--- src/rtl/mux4_rr_select.sv ---
// Round-robin arbiter driving the registered select of a 4:1 data mux, with a
// valid/ready handshake toward the consumer and bounded bursts per grant.
`timescale 1ns/1ps
module mux4_rr_select #(
    parameter int BURST_LEN = 4,
    parameter int CNT_W     = 2
) (
    input  logic       clk,
    input  logic       rst_n,
    input  logic [3:0] req,
    input  logic       out_ready,
    output logic [1:0] s,
    output logic       out_valid,
    output logic [3:0] ack,
    output logic       busy
);

    typedef enum logic {IDLE, GRANT} state_t;

    localparam logic [CNT_W-1:0] CNT_LAST = CNT_W'(BURST_LEN - 1);

    state_t           state;
    logic [1:0]       last;
    logic [CNT_W-1:0] burst_cnt;

    // Scan from last+1 upward so the previous winner has lowest priority.
    function automatic logic [1:0] pick(input logic [1:0] l, input logic [3:0] r);
        logic [1:0] idx;
        logic       found;
        pick  = l;
        found = 1'b0;
        for (int k = 1; k <= 4; k++) begin
            idx = l + 2'(k);
            if (!found && r[idx]) begin
                pick  = idx;
                found = 1'b1;
            end
        end
    endfunction

    assign busy      = (state == GRANT);
    assign out_valid = busy & req[s];
    assign ack       = (out_valid & out_ready) ? (4'b0001 << s) : 4'b0000;

    always_ff @(posedge clk or negedge rst_n) begin
        if (!rst_n) begin
            state     <= IDLE;
            s         <= 2'd0;
            last      <= 2'd3;
            burst_cnt <= '0;
        end else begin
            case (state)
                IDLE: begin
                    if (|req) begin
                        s         <= pick(last, req);
                        burst_cnt <= '0;
                        state     <= GRANT;
                    end
                end
                GRANT: begin
                    // Withdrawal ends the grant without a transfer; s stays put throughout.
                    if (!req[s]) begin
                        last  <= s;
                        state <= IDLE;
                    end else if (out_ready) begin
                        if (burst_cnt == CNT_LAST) begin
                            last  <= s;
                            state <= IDLE;
                        end else begin
                            burst_cnt <= burst_cnt + 1'b1;
                        end
                    end
                end
                default: state <= IDLE;
            endcase
        end
    end

endmodule

--- config.mk ---
export PLATFORM = sky130hd
export DESIGN_NAME = mux4_rr_select
export DESIGN_NICKNAME = d
export VERILOG_FILES = /design/src/rtl/mux4_rr_select.sv
export SDC_FILE = /design/constraint.sdc
export NUM_CORES = 1
export LEC_CHECK = 0
export ABC_AREA = 1
export CAP_MARGIN = 5
export CELL_PAD_IN_SITES_DETAIL_PLACEMENT = 0
export CELL_PAD_IN_SITES_GLOBAL_PLACEMENT = 2
export CORE_ASPECT_RATIO = 0.7
export CORE_MARGIN = 4
export CORE_UTILIZATION = 25
export DETAILED_ROUTE_END_ITERATION = 6
export PLACE_DENSITY_LB_ADDON = 0.1
export SETUP_SLACK_MARGIN = 0.05
export SLEW_MARGIN = 20
export SYNTH_ARGS = -nofsm -noshare
export SYNTH_HDL_FRONTEND = slang
export SYNTH_SLANG_ARGS = --single-unit
--- constraint.sdc ---
create_clock -name clk -period 1.52 [get_ports clk]
set_input_delay 0.304 -clock clk [delete_from_list [all_inputs] [get_ports clk]]
set_output_delay 0.304 -clock clk [all_outputs]
set_load 0.03 [all_outputs]
==> out/metrics.cfg, run 1 <==
[run_status]
outcome = finished with violations
failed_checks = negative setup slack

[floorplanning]
fp.coreArea_um2 = 2260
ioPinCount = 15
initial_core_util_pct = 27.6
die_area_um2 = 3370
rows = 14
die_x_um = 67.7
die_h_um = 49.8

[route]
firstDrtPassIters = 4
post-route-drc-count = 0
antenna_left = 0
routedWlPerCell_um = 11.2
avgViaCountPerCell = 4.26
wirelength_um = 1930
drt-initial-drc-count = 17
vias = 732

[global_routing]
grt_max_degree = 8
use_met3_pct = 3.64
grt_usage_pct = 12.1
grt_pass1_vias = 705
globalRouteMet1Util_pct = 18.6
grt-busiest-layer = met1
use_met2_pct = 16.5
overflow = 0
antenna_found_initial = 0
grt_pass1_wl_um = 3140

[logic_synthesis]
synthAdderAreaFrac_pct = 2.00
synth_seq_cells = 7
syn_area_per_cell_um2 = 6.79
synth_xor_area_share_pct = 0
synth.area.mux_share_pct = 0
synth_top_family_by_area = simple AND/OR/NAND/NOR gates
synthesis.nets = 100
syn_area_um2 = 624
synth_compound_area_share_pct = 10.8
netlist_instances = 92
synth_cell_type_count = 23
synth_warnings = 0
yosys.area_share.simple_pct = 49.1
yosysSeqAreaShare_pct = 28.5

[timing]
drv_slew = 0
hold_viol_final = 0
tightest_slew_ps = 303
hold_ws_ps = 313
rsz0062_at_grt = true
final.period_utilization_pct = 121
fin_ws_ps = -313
setup_viol = 5
skew_ps = 3.67
fin_crit_ps = 1830
relSlewSlack_pct = 79.7
max_freq_mhz = 546

[finish]
final_cell_area_um2 = 1180
multiInputGateArea_um2 = 500
n_antenna_cell = 0
area.sequential_um2 = 180
fillerInstances = 221
drive_above_1_share_pct = 62.1
final_cells = 172
area_growth_pct = 89.0
nets = 149

[critical_path]
endpoint_kind = output port
worstPathBufferInverterCount = 2
crit_required_ps = 1220
crit_fanout = 5
crit_family = flip-flops
r2r_setup_slack_ps = 30
r2r_cells = 10
arrival_ps = 1530
worstPathCellList = inv_4 -> nand2_4 -> o21ai_2 -> nor2_2 -> nand2_2 -> nand2_4 -> nor3_4 -> buf_6
path_depth = 8
crit_type = reg -> out
reg2reg_to = last[0]$_DFFE_PN1P_
slowest_delay_ps = 460
startpoint_type = flip-flop
cpMostUsedCell = nand2_4
r2r_start = s[0]$_DFFE_PN0P_
slowest_stage = dfrtp_2

[clock_tree]
cts_root_buf = clkbuf_4
clock_path_buffers = 2
cts_num_sinks = 7
cts-buffers-inserted = 3
cts-htree-levels = 1
cts_hold_buffers = 0
cts.reportedPaths.clkPinSlew_ps = 50
clock_latency_ps = 240
cts_tree = done

[job]
cap_viol_max_count = 0

[place]
gp_congestion = 0.845
dp_hpwl_um = 1430
dpl_cell_area_um2 = 987
preCtsSetupSlack_ps = -375
portBuffers = 14
dp_cells = 158

[power_and_ir_drop]
power_leakage_uw = 0.000601
cellPowerDensity_nw_per_um2 = 2320
ir_drop_mv = 1.08

[worst_hold_path]
hold_class = in -> async

[logic make-up after synthesis]
logic type / after synthesis
buf+inv: 12
simple gates: 60
flops: 7
fa+ha+maj: 1
compound gates: 12
[layer usage]
metal | vias up | share of wire [%]
met1 | 325 | 54
met2 | 11 | 44
li1 | 396 | -
met3 | 0 | 2.6
met5 | - | 0
met4 | 0 | 0
[cells in the mapped netlist]
library cell | instances | area [um2]
inv_4 | 1 | 6.26
nand2_4 | 1 | 11.3
nand3_4 | 1 | 17.5
nand3b_2 | 1 | 11.3
nor2_2 | 1 | 6.26
a21oi_1 | 5 | 25.0
nand3_1 | 9 | 45.0
o21ai_2 | 2 | 17.5
nand4_1 | 1 | 6.26
inv_1 | 7 | 26.3
o21ai_1 | 2 | 10.0
nand2_2 | 10 | 62.6
nand3_2 | 1 | 10.0
nand2_1 | 30 | 113
o21ai_0 | 3 | 15.0
ha_1 | 1 | 12.5
dfstp_2 | 2 | 52.6
nor3_1 | 4 | 20.0
dfrtp_1 | 5 | 125
inv_2 | 2 | 7.51
nor2_1 | 1 | 3.75
buf_6 | 1 | 11.3
inv_6 | 1 | 8.76
[timing repair]
| item | CTS | global route |
|---|---|---|
| pin swaps | 7 | 7 |
| gates resized for setup | 17 | 13 |
| setup buffers | 6 | 4 |
| setup endpoints to repair | 8 | 13 |
[layout by cell type, fill, tap and decap left out]
cell type / count
inv_1: 4
nand3b_4: 1
ha_1: 1
a21oi_4: 1
inv_6: 1
inv_2: 3
dfrtp_2: 2
nand3_2: 3
nand2_4: 4
dfrtp_1: 3
a21oi_1: 1
nor3_1: 1
o21ai_2: 3
dfstp_2: 2
nand4_1: 1
a21oi_2: 3
nand2_2: 14
inv_4: 3
nand3_1: 7
o21ai_0: 1
nand3_4: 1
clkbuf_1: 1
clkdlybuf4s50_1: 5
nor2_2: 2
o21ai_1: 3
nand2_1: 23
dlygate4sd2_1: 2
clkbuf_4: 3
buf_4: 31
buf_6: 7
nor3_4: 3
[metrics by stage]
stage | utilization, % | total power [uW] | setup TNS [ps]
after floorplan | - | 1530 | -819
after global placement | 43.7 | 2160 | -2370
after detailed placement | 43.7 | 2160 | -2530
after CTS | 48.8 | 2550 | -1370
after global routing | 52.2 | 2960 | -1990
final | 52.2 | 2730 | -1310
[final cells by class]
| cell class | instances | area share [%] |
|---|---|---|
| clock buffers | 4 | 2.23 |
| inverters | 11 | 4.56 |
| multi-input cells | 73 | 42.4 |
| flip-flops and latches | 7 | 15.3 |
| well taps | 32 | 3.39 |
| repair buffers | 45 | 32.1 |
[worst max path at each step]
stage	start	end	slack, ps
global placement	req[0]	ack[1]	-350
floorplan	s[1]$_DFFE_PN0P_	ack[1]	-200
finish	s[0]$_DFFE_PN0P_	ack[2]	-310
CTS	s[0]$_DFFE_PN0P_	ack[2]	-340
global route	s[0]$_DFFE_PN0P_	ack[1]	-420
detailed placement	req[0]	ack[2]	-370
[power by group]
group          total (uW)  internal (uW)  switching, uW
Sequential            449            306            143
Clock                 160           99.6           60.4
Combinational        2120            970           1150
Total                2730           1380           1360
[flip-flops by register name, indices dropped and copies added, names as in the netlist]
signal,count
s,2
burst_cnt,2
busy,1
last,2
(Power assumes the default switching activity.)
==> inputs of run 2 (changes only) <==
--- a/config.mk
+++ b/config.mk
@@ -10,7 +10,7 @@
 export CELL_PAD_IN_SITES_DETAIL_PLACEMENT = 0
 export CELL_PAD_IN_SITES_GLOBAL_PLACEMENT = 2
 export CORE_ASPECT_RATIO = 0.7
-export CORE_MARGIN = 4
+export CORE_MARGIN = 10
 export CORE_UTILIZATION = 25
 export DETAILED_ROUTE_END_ITERATION = 6
 export PLACE_DENSITY_LB_ADDON = 0.1
==> run 2 against run 1 <==
The flow still finishes with violations (negative setup slack). Flip-flop and latch count did not move. Via count rose by 0.68%. Total power shrank 4.5%. Die area increased by 46%. Non-clock buffer count is 5 lower.
==> out/metrics.cfg, run 2 (synthesized netlist as in run 1, its figures left out) <==
[finish]
final_cell_area_um2 = 1130  ; -3.8%
reg_top3 = burst_cnt (2), last (2), s (2)
final_common_cell = buf_4
area_growth_pct = 81.8
n_antenna_cell = 0  ; unchanged
drive_above_1_share_pct = 58.5  ; -3.6 points
fillerInstances = 233  ; +5.4%
layout_common_cells = buf_4 (27), nand2_1 (22), nand2_2 (12), nand3_1 (7), nand2_4 (7)
nets = 144  ; -3.4%

[timing]
max_freq_mhz = 555  ; +1.8%
rsz0062_at_grt = true
skew_ps = 5.56  ; +1.90 ps
setup_viol = 5  ; unchanged
fin_ws_ps = -281  ; +32.1 ps
relSlewSlack_pct = 78.9  ; -0.78 points
tightest_slew_ps = 315  ; +11.6 ps
fin_crit_ps = 1800  ; -32.1 ps
hold_viol_final = 0  ; unchanged
final.period_utilization_pct = 118  ; -2.1 points
drv_slew = 0  ; unchanged

[place]
dp_hpwl_um = 1520  ; +6.5%
gp_congestion = 0.751  ; -11%
dpl_cell_area_um2 = 960  ; -2.8%
preCtsSetupSlack_ps = -391  ; -16.3 ps
portBuffers = 14  ; unchanged

[clock_tree]
cts_tree = done
cts-htree-levels = 1  ; unchanged
cts.reportedPaths.clkPinSlew_ps = 50  ; about the same
cts_root_buf = clkbuf_4
clock_path_buffers = 2  ; unchanged
cts_num_sinks = 7  ; unchanged
cts-buffers-inserted = 3  ; unchanged
clock_latency_ps = 240  ; about the same

[route]
routedWlPerCell_um = 11.8  ; +5.0%
avgViaCountPerCell = 4.36  ; +2.5%
drt-initial-drc-count = 33  ; +16
antenna_left = 0  ; unchanged
vias = 737  ; +0.68%
wirelength_um = 1990  ; +3.2%
post-route-drc-count = 0  ; unchanged
firstDrtPassIters = 4  ; unchanged

[critical_path]
worstPathCellList = inv_4 -> nand2_4 -> o21ai_2 -> nor2_2 -> nand2_2 -> nand2_4 -> nor3_4 -> buf_6
crit_fanout = 4  ; -1
cpMostUsedCell = nand2_4
slowest_delay_ps = 450  ; about the same
crit_type = reg -> out
slowest_stage = dfrtp_2
endpoint_kind = output port
startpoint_type = flip-flop
crit_required_ps = 1220  ; about the same
arrival_ps = 1500  ; -30 ps

[power_and_ir_drop]
power_leakage_uw = 0.000570  ; -5.1%
pwr-share-comb_pct = 76.8  ; -0.9 points
seqPwrFrac_pct = 17.1  ; +0.7 points
p_int_uw = 1300  ; -5.6%
p_sw_share_pct = 50.2  ; +0.60 points
cellPowerDensity_nw_per_um2 = 2300  ; -0.72%
switchingPower_uw = 1310  ; -3.4%
clkPwrFrac_pct = 6.1  ; +0.2 points
ir_drop_mv = 1.15  ; +7.1%

[floorplanning]
die_h_um = 61.8  ; +24%
ioPinCount = 15  ; unchanged
die_x_um = 79.7  ; +18%
die_area_um2 = 4930  ; +46%
fp.coreArea_um2 = 2420  ; +7.1%
rows = 15  ; +1
initial_core_util_pct = 25.8  ; -1.8 points

[run_status]
outcome = finished with violations
failed_checks = negative setup slack

[worst_hold_path]
hold_class = in -> async

[global_routing]
grt_usage_pct = 8.42  ; -3.7 points
grt_max_degree = 8  ; unchanged
antenna_found_initial = 0  ; unchanged
overflow = 0  ; unchanged
grt_pass1_wl_um = 3260  ; +3.7%
grt_pass1_vias = 712  ; +0.99%

[job]
cap_viol_max_count = 0  ; unchanged

## run 2: cell types whose count changed in the layout (fill, tap and decap cells not counted), sizes merged
cell	delta
buf	-5
## run 2: routing by layer
metal	up-vias	routed length, um	part of all wire (%)	GRT usage (%)
li1	389	-	-	-
met1	331	1070	54	11.5
met2	15	815	41	11.8
met3	2	96	4.8	3.59
met4	0	7	0.35	2.00
met5	-	0	0	0
## run 2: path summary, 6_finish.rpt
path | depth (start not counted) | from | slack [ps] | to
worst max-delay path | 8 | s[1]$_DFFE_PN0P_ | -280 | ack[2]
worst min register to register | 1 | burst_cnt[0]$_DFFE_PN0P_ | 510 | burst_cnt[0]$_DFFE_PN0P_
worst max register to register | 11 | last[0]$_DFFE_PN1P_ | 60 | s[0]$_DFFE_PN0P_
worst min-delay path | 1 | rst_n | 320 | burst_cnt[1]$_DFFE_PN0P_
min in group clk | 1 | burst_cnt[0]$_DFFE_PN0P_ | 510 | burst_cnt[0]$_DFFE_PN0P_
max in group asynchronous | 1 | rst_n | 920 | last[1]$_DFFE_PN1P_
## run 2: through the flow
stage | cells | hold WS, ps | utilization (%) | setup TNS, ps | total power [uW]
CTS | 168 | 313 | 44.4 | -1310 | 2500
global placement | 156 | 498 | 39.6 | -2290 | 2110
floorplan | 92 | 8.41 | - | -819 | 1530
detailed placement | 156 | 505 | 39.6 | -2360 | 2110
global route | 169 | 326 | 46.9 | -1990 | 2850
finish | 169 | 315 | 46.9 | -1330 | 2610
## run 2: critical path: cells and delay by family, from the launching register on
family	cells	cell delay (ps)
DFF	1	450
and+or+nand+nor	5	430
buffers and inverters	2	240
AOI/OAI and AO/OA	1	140
## run 2: what timing repair did
action                                  4_1_cts  5_1_grt
hold buffers                                  0        0
resized for setup                            12       14
endpoints found under the setup margin        8       12
setup buffers                                 8        1
gates cloned                                  0        0
pin swaps                                    11        5
## run 2: power by group through the flow
stage	sequential, uW	clock (uW)	combinational [uW]
2_1_floorplan	496	0	1030
3_3_place_gp	449	0	1660
3_5_place_dp	446	0	1660
4_1_cts	434	171	1890
5_1_grt	459	190	2200
6_report	445	160	2000
## run 2: cell type report
class	instances	area (um2)	area share, %
inverters	11	53.8	4.74
multi-input cells	73	494	43.6
repair buffers	40	338	29.8
flip-flops and latches	7	180	15.9
well taps	34	42.5	3.75
clock buffers	4	26.3	2.32
